[config.mk]
export PLATFORM = sky130hd
export DESIGN_NAME = pio_port_ctrl
export DESIGN_NICKNAME = d
export VERILOG_FILES = /design/src/rtl/pio_port_ctrl.sv
export SDC_FILE = /design/constraint.sdc
export NUM_CORES = 1
export LEC_CHECK = 0
export BUFFER_PORTS_ARGS = -buffer_cell sky130_fd_sc_hd__clkbuf_2
export CAP_MARGIN = 30
export CORE_MARGIN = 2
export CORE_UTILIZATION = 25
export DETAILED_ROUTE_END_ITERATION = 10
export HOLD_SLACK_MARGIN = 0.02
export REMOVE_ABC_BUFFERS = 1
export SYNTH_ARGS = -nofsm -noshare
export SYNTH_HDL_FRONTEND = slang
export SYNTH_SLANG_ARGS = --single-unit
export TNS_END_PERCENT = 5
[constraint.sdc]
create_clock -name clk_clk -period 8.8 [get_ports clk_clk]
set_clock_uncertainty 0.05 [all_clocks]
set_input_delay 0.44 -clock clk_clk [delete_from_list [all_inputs] [get_ports clk_clk]]
set_output_delay 0.44 -clock clk_clk [all_outputs]
set_load 0.05 [all_outputs]
[src/rtl/pio_port_ctrl.sv]
// pio_port_ctrl
// Avalon-MM parallel I/O peripheral with two banks:
//   - an input bank that is synchronised, debounced and edge-captured, and that
//     drives a level interrupt through a mask
//   - an output register with plain, set-bit and clear-bit write access
//
// Ports
//   clk_clk        system clock, rising edge
//   reset_reset    asynchronous active-high reset
//   avs_address    word address (0 IN, 1 OUT, 2 OUT_SET, 3 OUT_CLR,
//                  4 IRQ_MASK, 5 EDGE, 6/7 unused)
//   avs_read       read strobe; avs_readdata is valid on the next cycle
//   avs_write      write strobe; the write takes effect on the sampling edge
//   avs_writedata  write data; bits above the register width are ignored
//   avs_readdata   registered read data, zero-extended
//   irq            registered level interrupt, |(EDGE & IRQ_MASK)
//   pio_in         raw asynchronous pin inputs
//   pio_out        output register
module pio_port_ctrl #(
    parameter int               IN_W            = 18,
    parameter int               OUT_W           = 18,
    parameter int               DEBOUNCE_CYCLES = 16,
    parameter int               EDGE_MODE       = 0,
    parameter logic [OUT_W-1:0] OUT_RESET       = '0
) (
    input  logic             clk_clk,
    input  logic             reset_reset,
    input  logic [2:0]       avs_address,
    input  logic             avs_read,
    input  logic             avs_write,
    input  logic [31:0]      avs_writedata,
    output logic [31:0]      avs_readdata,
    output logic             irq,
    input  logic [IN_W-1:0]  pio_in,
    output logic [OUT_W-1:0] pio_out
);

    // Counter must hold 0..DEBOUNCE_CYCLES; keep at least one bit when bypassed.
    localparam int CNT_W = (DEBOUNCE_CYCLES == 0) ? 1 : $clog2(DEBOUNCE_CYCLES + 1);
    localparam logic [CNT_W-1:0] CNT_LAST =
        (DEBOUNCE_CYCLES == 0) ? '0 : CNT_W'(DEBOUNCE_CYCLES - 1);

    localparam logic [2:0] ADDR_IN      = 3'd0;
    localparam logic [2:0] ADDR_OUT     = 3'd1;
    localparam logic [2:0] ADDR_OUT_SET = 3'd2;
    localparam logic [2:0] ADDR_OUT_CLR = 3'd3;
    localparam logic [2:0] ADDR_MASK    = 3'd4;
    localparam logic [2:0] ADDR_EDGE    = 3'd5;

    logic [IN_W-1:0]  sync1_q;
    logic [IN_W-1:0]  sync_q;
    logic [IN_W-1:0]  deb_q, deb_d;
    logic [IN_W-1:0]  deb_dly_q;
    logic [CNT_W-1:0] cnt_q [IN_W];
    logic [CNT_W-1:0] cnt_d [IN_W];
    logic [OUT_W-1:0] out_q, out_d;
    logic [IN_W-1:0]  mask_q, mask_d;
    logic [IN_W-1:0]  edge_q, edge_d;
    logic [IN_W-1:0]  edge_det;
    logic [31:0]      rdata_q, rdata_d;
    logic             irq_q, irq_d;
    logic [OUT_W-1:0] wd_out;
    logic [IN_W-1:0]  wd_in;
    logic             unused_wd;

    assign wd_out    = avs_writedata[OUT_W-1:0];
    assign wd_in     = avs_writedata[IN_W-1:0];
    assign unused_wd = ^avs_writedata;

    // Debounce: deb follows sync only after DEBOUNCE_CYCLES consecutive
    // mismatching cycles; any agreement restarts the count.
    always_comb begin
        deb_d = deb_q;
        for (int i = 0; i < IN_W; i++) begin
            cnt_d[i] = '0;
            if (DEBOUNCE_CYCLES == 0) begin
                deb_d[i] = sync_q[i];
            end else if (sync_q[i] != deb_q[i]) begin
                if (cnt_q[i] == CNT_LAST) begin
                    deb_d[i] = sync_q[i];
                end else begin
                    cnt_d[i] = cnt_q[i] + CNT_W'(1);
                end
            end
        end
    end

    always_comb begin
        if (EDGE_MODE == 0) begin
            edge_det = deb_q & ~deb_dly_q;
        end else if (EDGE_MODE == 1) begin
            edge_det = ~deb_q & deb_dly_q;
        end else begin
            edge_det = deb_q ^ deb_dly_q;
        end
    end

    // Register writes; an edge seen in the same cycle as its W1C wins.
    always_comb begin
        out_d  = out_q;
        mask_d = mask_q;
        edge_d = edge_q;
        if (avs_write) begin
            case (avs_address)
                ADDR_OUT:     out_d  = wd_out;
                ADDR_OUT_SET: out_d  = out_q | wd_out;
                ADDR_OUT_CLR: out_d  = out_q & ~wd_out;
                ADDR_MASK:    mask_d = wd_in;
                ADDR_EDGE:    edge_d = edge_q & ~wd_in;
                default:      ;
            endcase
        end
        edge_d = edge_d | edge_det;
    end

    // Read mux uses current register values, so a simultaneous write is not
    // visible in the returned data.
    always_comb begin
        rdata_d = '0;
        if (avs_read) begin
            case (avs_address)
                ADDR_IN:   rdata_d = 32'(deb_q);
                ADDR_OUT:  rdata_d = 32'(out_q);
                ADDR_MASK: rdata_d = 32'(mask_q);
                ADDR_EDGE: rdata_d = 32'(edge_q);
                default:   rdata_d = '0;
            endcase
        end
    end

    assign irq_d = |(edge_q & mask_q);

    always_ff @(posedge clk_clk or posedge reset_reset) begin
        if (reset_reset) begin
            sync1_q   <= '0;
            sync_q    <= '0;
            deb_q     <= '0;
            deb_dly_q <= '0;
            for (int i = 0; i < IN_W; i++) begin
                cnt_q[i] <= '0;
            end
            out_q     <= OUT_RESET;
            mask_q    <= '0;
            edge_q    <= '0;
            rdata_q   <= '0;
            irq_q     <= 1'b0;
        end else begin
            sync1_q   <= pio_in;
            sync_q    <= sync1_q;
            deb_q     <= deb_d;
            deb_dly_q <= deb_q;
            for (int i = 0; i < IN_W; i++) begin
                cnt_q[i] <= cnt_d[i];
            end
            out_q     <= out_d;
            mask_q    <= mask_d;
            edge_q    <= edge_d;
            rdata_q   <= rdata_d;
            irq_q     <= irq_d;
        end
    end

    assign avs_readdata = rdata_q;
    assign irq          = irq_q;
    assign pio_out      = out_q;

endmodule

==> results.txt <==
----------------------------------------------------
[Drt]
  Via count of the routed design ... 5,755
  Routed metal-1 wire length ... 9.27 mm
  DRC violation count after routing ... 0
  Drt pass-1 iters ... 4
  1st-iter DRT viols ... 380
  Met2 Wirelength ... 9.03 mm
  WL per Instance ... 15.2 µm
  Routed wire length on met3 ... 1.58 mm
  Topmost layer with routed signal wires ... met5
  Overall routed net length ... 20.3 mm
  Count of antenna-violating nets left after detailed routing ... 0
  Avg Vias per Cell ... 4.32

[Clock network]
  Clock tree from TritonCTS ... done
  Post-CTS Resized ... 0
  Clock-pin slew of the registers on the worst-case setup and hold paths ... 0.05 ns
  Post-CTS repair timing setup buffer count ... 0
  Number of sinks on the clock net ... 235
  Number of buffers inserted during clock tree synthesis ... 27
  Bufs on Longest Clock Path ... 3
  Depth of the CTS H-tree ... 1
  Root buf cell ... sky130_fd_sc_hd__clkbuf_16
  Post-cts hold buffer count ... 18
  Insertion delay to the later sink of the worst-skew pair ... 0.52 ns

[Synth]
  Xor-xnor portion of the synthesized cell area ... 0.0619
  Post-synthesis cell type with the largest combined area ... sky130_fd_sc_hd__dfrtp_1
  Most numerous cell types in the synthesized netlist ... 235 x sky130_fd_sc_hd__dfrtp_1, 66 x sky130_fd_sc_hd__nor2_1, 54 x sky130_fd_sc_hd__xor2_1
  Distinct cells, synth ... 30
  Average instance area after synthesis ... 12.6 µm²
  Most frequently used cell type in the post-synthesis netlist ... sky130_fd_sc_hd__dfrtp_1
  Share of flip-flops with an asynchronous set or reset after synthesis ... 1.00
  Proportion of netlist area held by the largest area contributor ... 0.640
  EDFF count, synth ... 0
  Gate count after technology mapping ... 728
  Sequential cell area fraction in the yosys report ... 0.640
  Share of synthesized area spent on multiplexers ... 0.0441
  Top area cells in the synthesized netlist ... sky130_fd_sc_hd__dfrtp_1 64%, sky130_fd_sc_hd__xor2_1 5.1%, sky130_fd_sc_hd__mux2_2 4.4%
  Post-synthesis share of cell area spent on and, or, nand and nor gates ... 0.0993
  FF+latch count, synth ... 235
  Main combinational cell family by area after synthesis ... simple AND/OR/NAND/NOR gates
  Mapped cell area ... 0.00920 mm²
  Yosys warning count ... 0
  Area share of fa/ha/maj cells after synthesis ... 0.0245
  Compound-cell area share of the yosys netlist ... 0.0958
  Top_reg_cell synth ... sky130_fd_sc_hd__dfrtp_1

[Timing]
  Slew at the pin with the worst max-slew slack ... 0.961 ns
  Endpoints failing setup ... 0
  Final Max Slew Viols ... 0
  Final period util ... 0.254
  Setup TNS Final ... 0 ns
  Relative slew margins ... 0.359
  Time the worst path needs with I/O delays and setup ... 2.23 ns
  Max Freq ... 0.448 GHz
  Final Hold Slack ... -0.0183 ns
  Setup repair after global routing missed its margin ... no
  Final hold violation count ... 4

[Cells and area]
  Growth of design area from synthesis to finish ... 20.9%
  Fraction of final layout cells with drive strength greater than 1 ... 0.200
  Share of the core filled with cells ... 0.305
  Nets ... 917

[Power and ir drop]
  Internal power consumption ... 1840 µW
  Switching part of the total ... 0.264
  Net switching power ... 660 µW
  Combinational share of power ... 0.098
  Worst voltage drop across the vdd grid ... 0.000150 V
  Part of the power in the clock network ... 0.423
  Sequential group share of total power ... 0.479
  Cell area power density ... 225 mW/mm²
  Static Leakage ... 0.00533 µW

[Die]
  I/O Pins ... 108
  Die Ht ... 196 µm
  Area of the core ... 0.0364 mm²
  Die Width ... 196 µm
  Initial cell density of the core ... 0.252
  Placement row count ... 70
  Die ar. ... 0.0383 mm²

[Status]
  Status ... finished, violations left
  Failing checks ... hold timing

[Global routing]
  Overflow after GRT ... 0
  Maximum number of pins on one net before global-route repair ... 108
  Number of antenna violations at the first check in global routing ... 4
  GRT Util Overall ... 0.106
  Vias in the first global route ... 5,752
  Wire length of the first global-routing pass ... 32.0 mm

[Placement]
  DP Wirelength ... 13.4 mm
  Routability congestion estimate ... 0.749
  # port buffers ... 79

[Setup path]
  Nature of the critical path endpoint ... asynchronous set/reset pin
  FF-to-FF setup slack ... 7.39 ns
  Classification of the worst setup path ... primary input to asynchronous set/reset pin
  Kind of launch point of the worst setup path ... primary input
  Signal arrival time at the worst endpoint ... 2.73 ns
  Crit path max fanout ... 107
  Required time of the worst setup path ... 9.30 ns

[Flow run]
  Max-cap violations ... 0

[Min path]
  Worst hold path type ... primary input to asynchronous set/reset pin

----------------------------------------------------
[per-stage QoR]
stage | total power, µW | instances | area, µm² | hold WS [ns] | setup WS, ns
finish | 2500 | 1332 | 11100 | -0.0183 | 6.57
global route | 2610 | 1330 | 11100 | 0.0372 | 6.13
CTS | 2540 | 1328 | 11100 | 0.0232 | 6.44
detailed placement | 1460 | 1262 | 10100 | 0.285 | 5.87
global placement | 1450 | 1261 | 10000 | 0.285 | 5.86
floorplan | 1370 | 709 | 9010 | 0.281 | 1.86
[critical path, stage by stage]
cell                       delay [ns]
sky130_fd_sc_hd__clkbuf_2        0.12
sky130_fd_sc_hd__inv_8           0.48
sky130_fd_sc_hd__buf_4           0.76
sky130_fd_sc_hd__buf_4           0.78
[flip-flops by register name, indices dropped and copies added (netlist names)]
| name | flops |
|---|---|
| pio_out | 18 |
| deb_dly_q | 18 |
| sync1_q | 18 |
| edge_q | 18 |
| sync_q | 18 |
| deb_q | 18 |
| mask_q | 18 |
| avs_readdata | 18 |
| irq | 1 |
| cnt_q | 90 |
[logic make-up after synthesis]
logic type / Yosys count
flip-flops: 235
AO/OA/AOI/OAI: 135
adder cells (fa/ha/maj): 18
multiplexers: 36
buffers and inverters: 55
AND/OR/NAND/NOR: 183
XOR/XNOR: 65
other: 1
[layout by cell type (no fill, tap or decap), types with 3 or more instances in the layout]
master	instances
sky130_fd_sc_hd__ha_1	18
sky130_fd_sc_hd__clkbuf_16	27
sky130_fd_sc_hd__nand2_1	18
sky130_fd_sc_hd__nand3_1	36
sky130_fd_sc_hd__a22o_1	21
sky130_fd_sc_hd__dlygate4sd3_1	18
sky130_fd_sc_hd__clkinv_2	5
sky130_fd_sc_hd__inv_1	22
sky130_fd_sc_hd__and3_1	20
sky130_fd_sc_hd__dfrtp_1	235
sky130_fd_sc_hd__a22oi_1	39
sky130_fd_sc_hd__a21oi_1	47
sky130_fd_sc_hd__xnor2_1	11
sky130_fd_sc_hd__xor2_1	54
sky130_fd_sc_hd__clkbuf_8	6
sky130_fd_sc_hd__conb_1	14
sky130_fd_sc_hd__clkbuf_2	79
sky130_fd_sc_hd__nor2_1	66
sky130_fd_sc_hd__clkinvlp_4	3
sky130_fd_sc_hd__and2_1	34
sky130_fd_sc_hd__o21ai_0	18
sky130_fd_sc_hd__clkbuf_1	3
sky130_fd_sc_hd__mux2_2	36
sky130_fd_sc_hd__diode_2	3
sky130_fd_sc_hd__buf_4	5
sky130_fd_sc_hd__a211oi_1	7
sky130_fd_sc_hd__a221oi_1	3
[worst paths after layout]
path / cells after the start / from / endpoint
hold reg to reg: 0 / sync1_q[5] / sync_q[5]
max in group clk_clk: 5 / avs_address[1] / edge_q[6]
setup / recovery: 4 / reset_reset / cnt_q[5]
hold / removal: 2 / reset_reset / sync1_q[1]
min in group clk_clk: 2 / avs_writedata[4] / pio_out[4]
setup reg to reg: 4 / mask_q[12] / irq
[power by group through the flow]
stage	combinational [µW]	sequential (µW)	clock [µW]
floorplan	111	1260	0
global route	271	1200	1130
CTS	250	1200	1090
detailed placement	243	1220	0
global placement	238	1210	0
finish	245	1200	1060
[cell type report]
cell class                      instances  area, µm²
Clock buffer                           36        769
Clock inverter                         12       82.6
Fill cell                            3743      25300
Timing Repair Buffer                  104        652
Inverter                               23       93.8
Sequential cell                       235       5880
Tap cell                              468        586
Antenna cell                            3       7.51
Multi-Input combinational cell        451       3050
[metal layers]
metal,GRT usage,up-vias
li1,-,2728
met1,0.146,2861
met2,0.162,131
met3,0.0340,33
met4,0.0272,2
met5,0,-
Power figures use the tool's default switching activity.
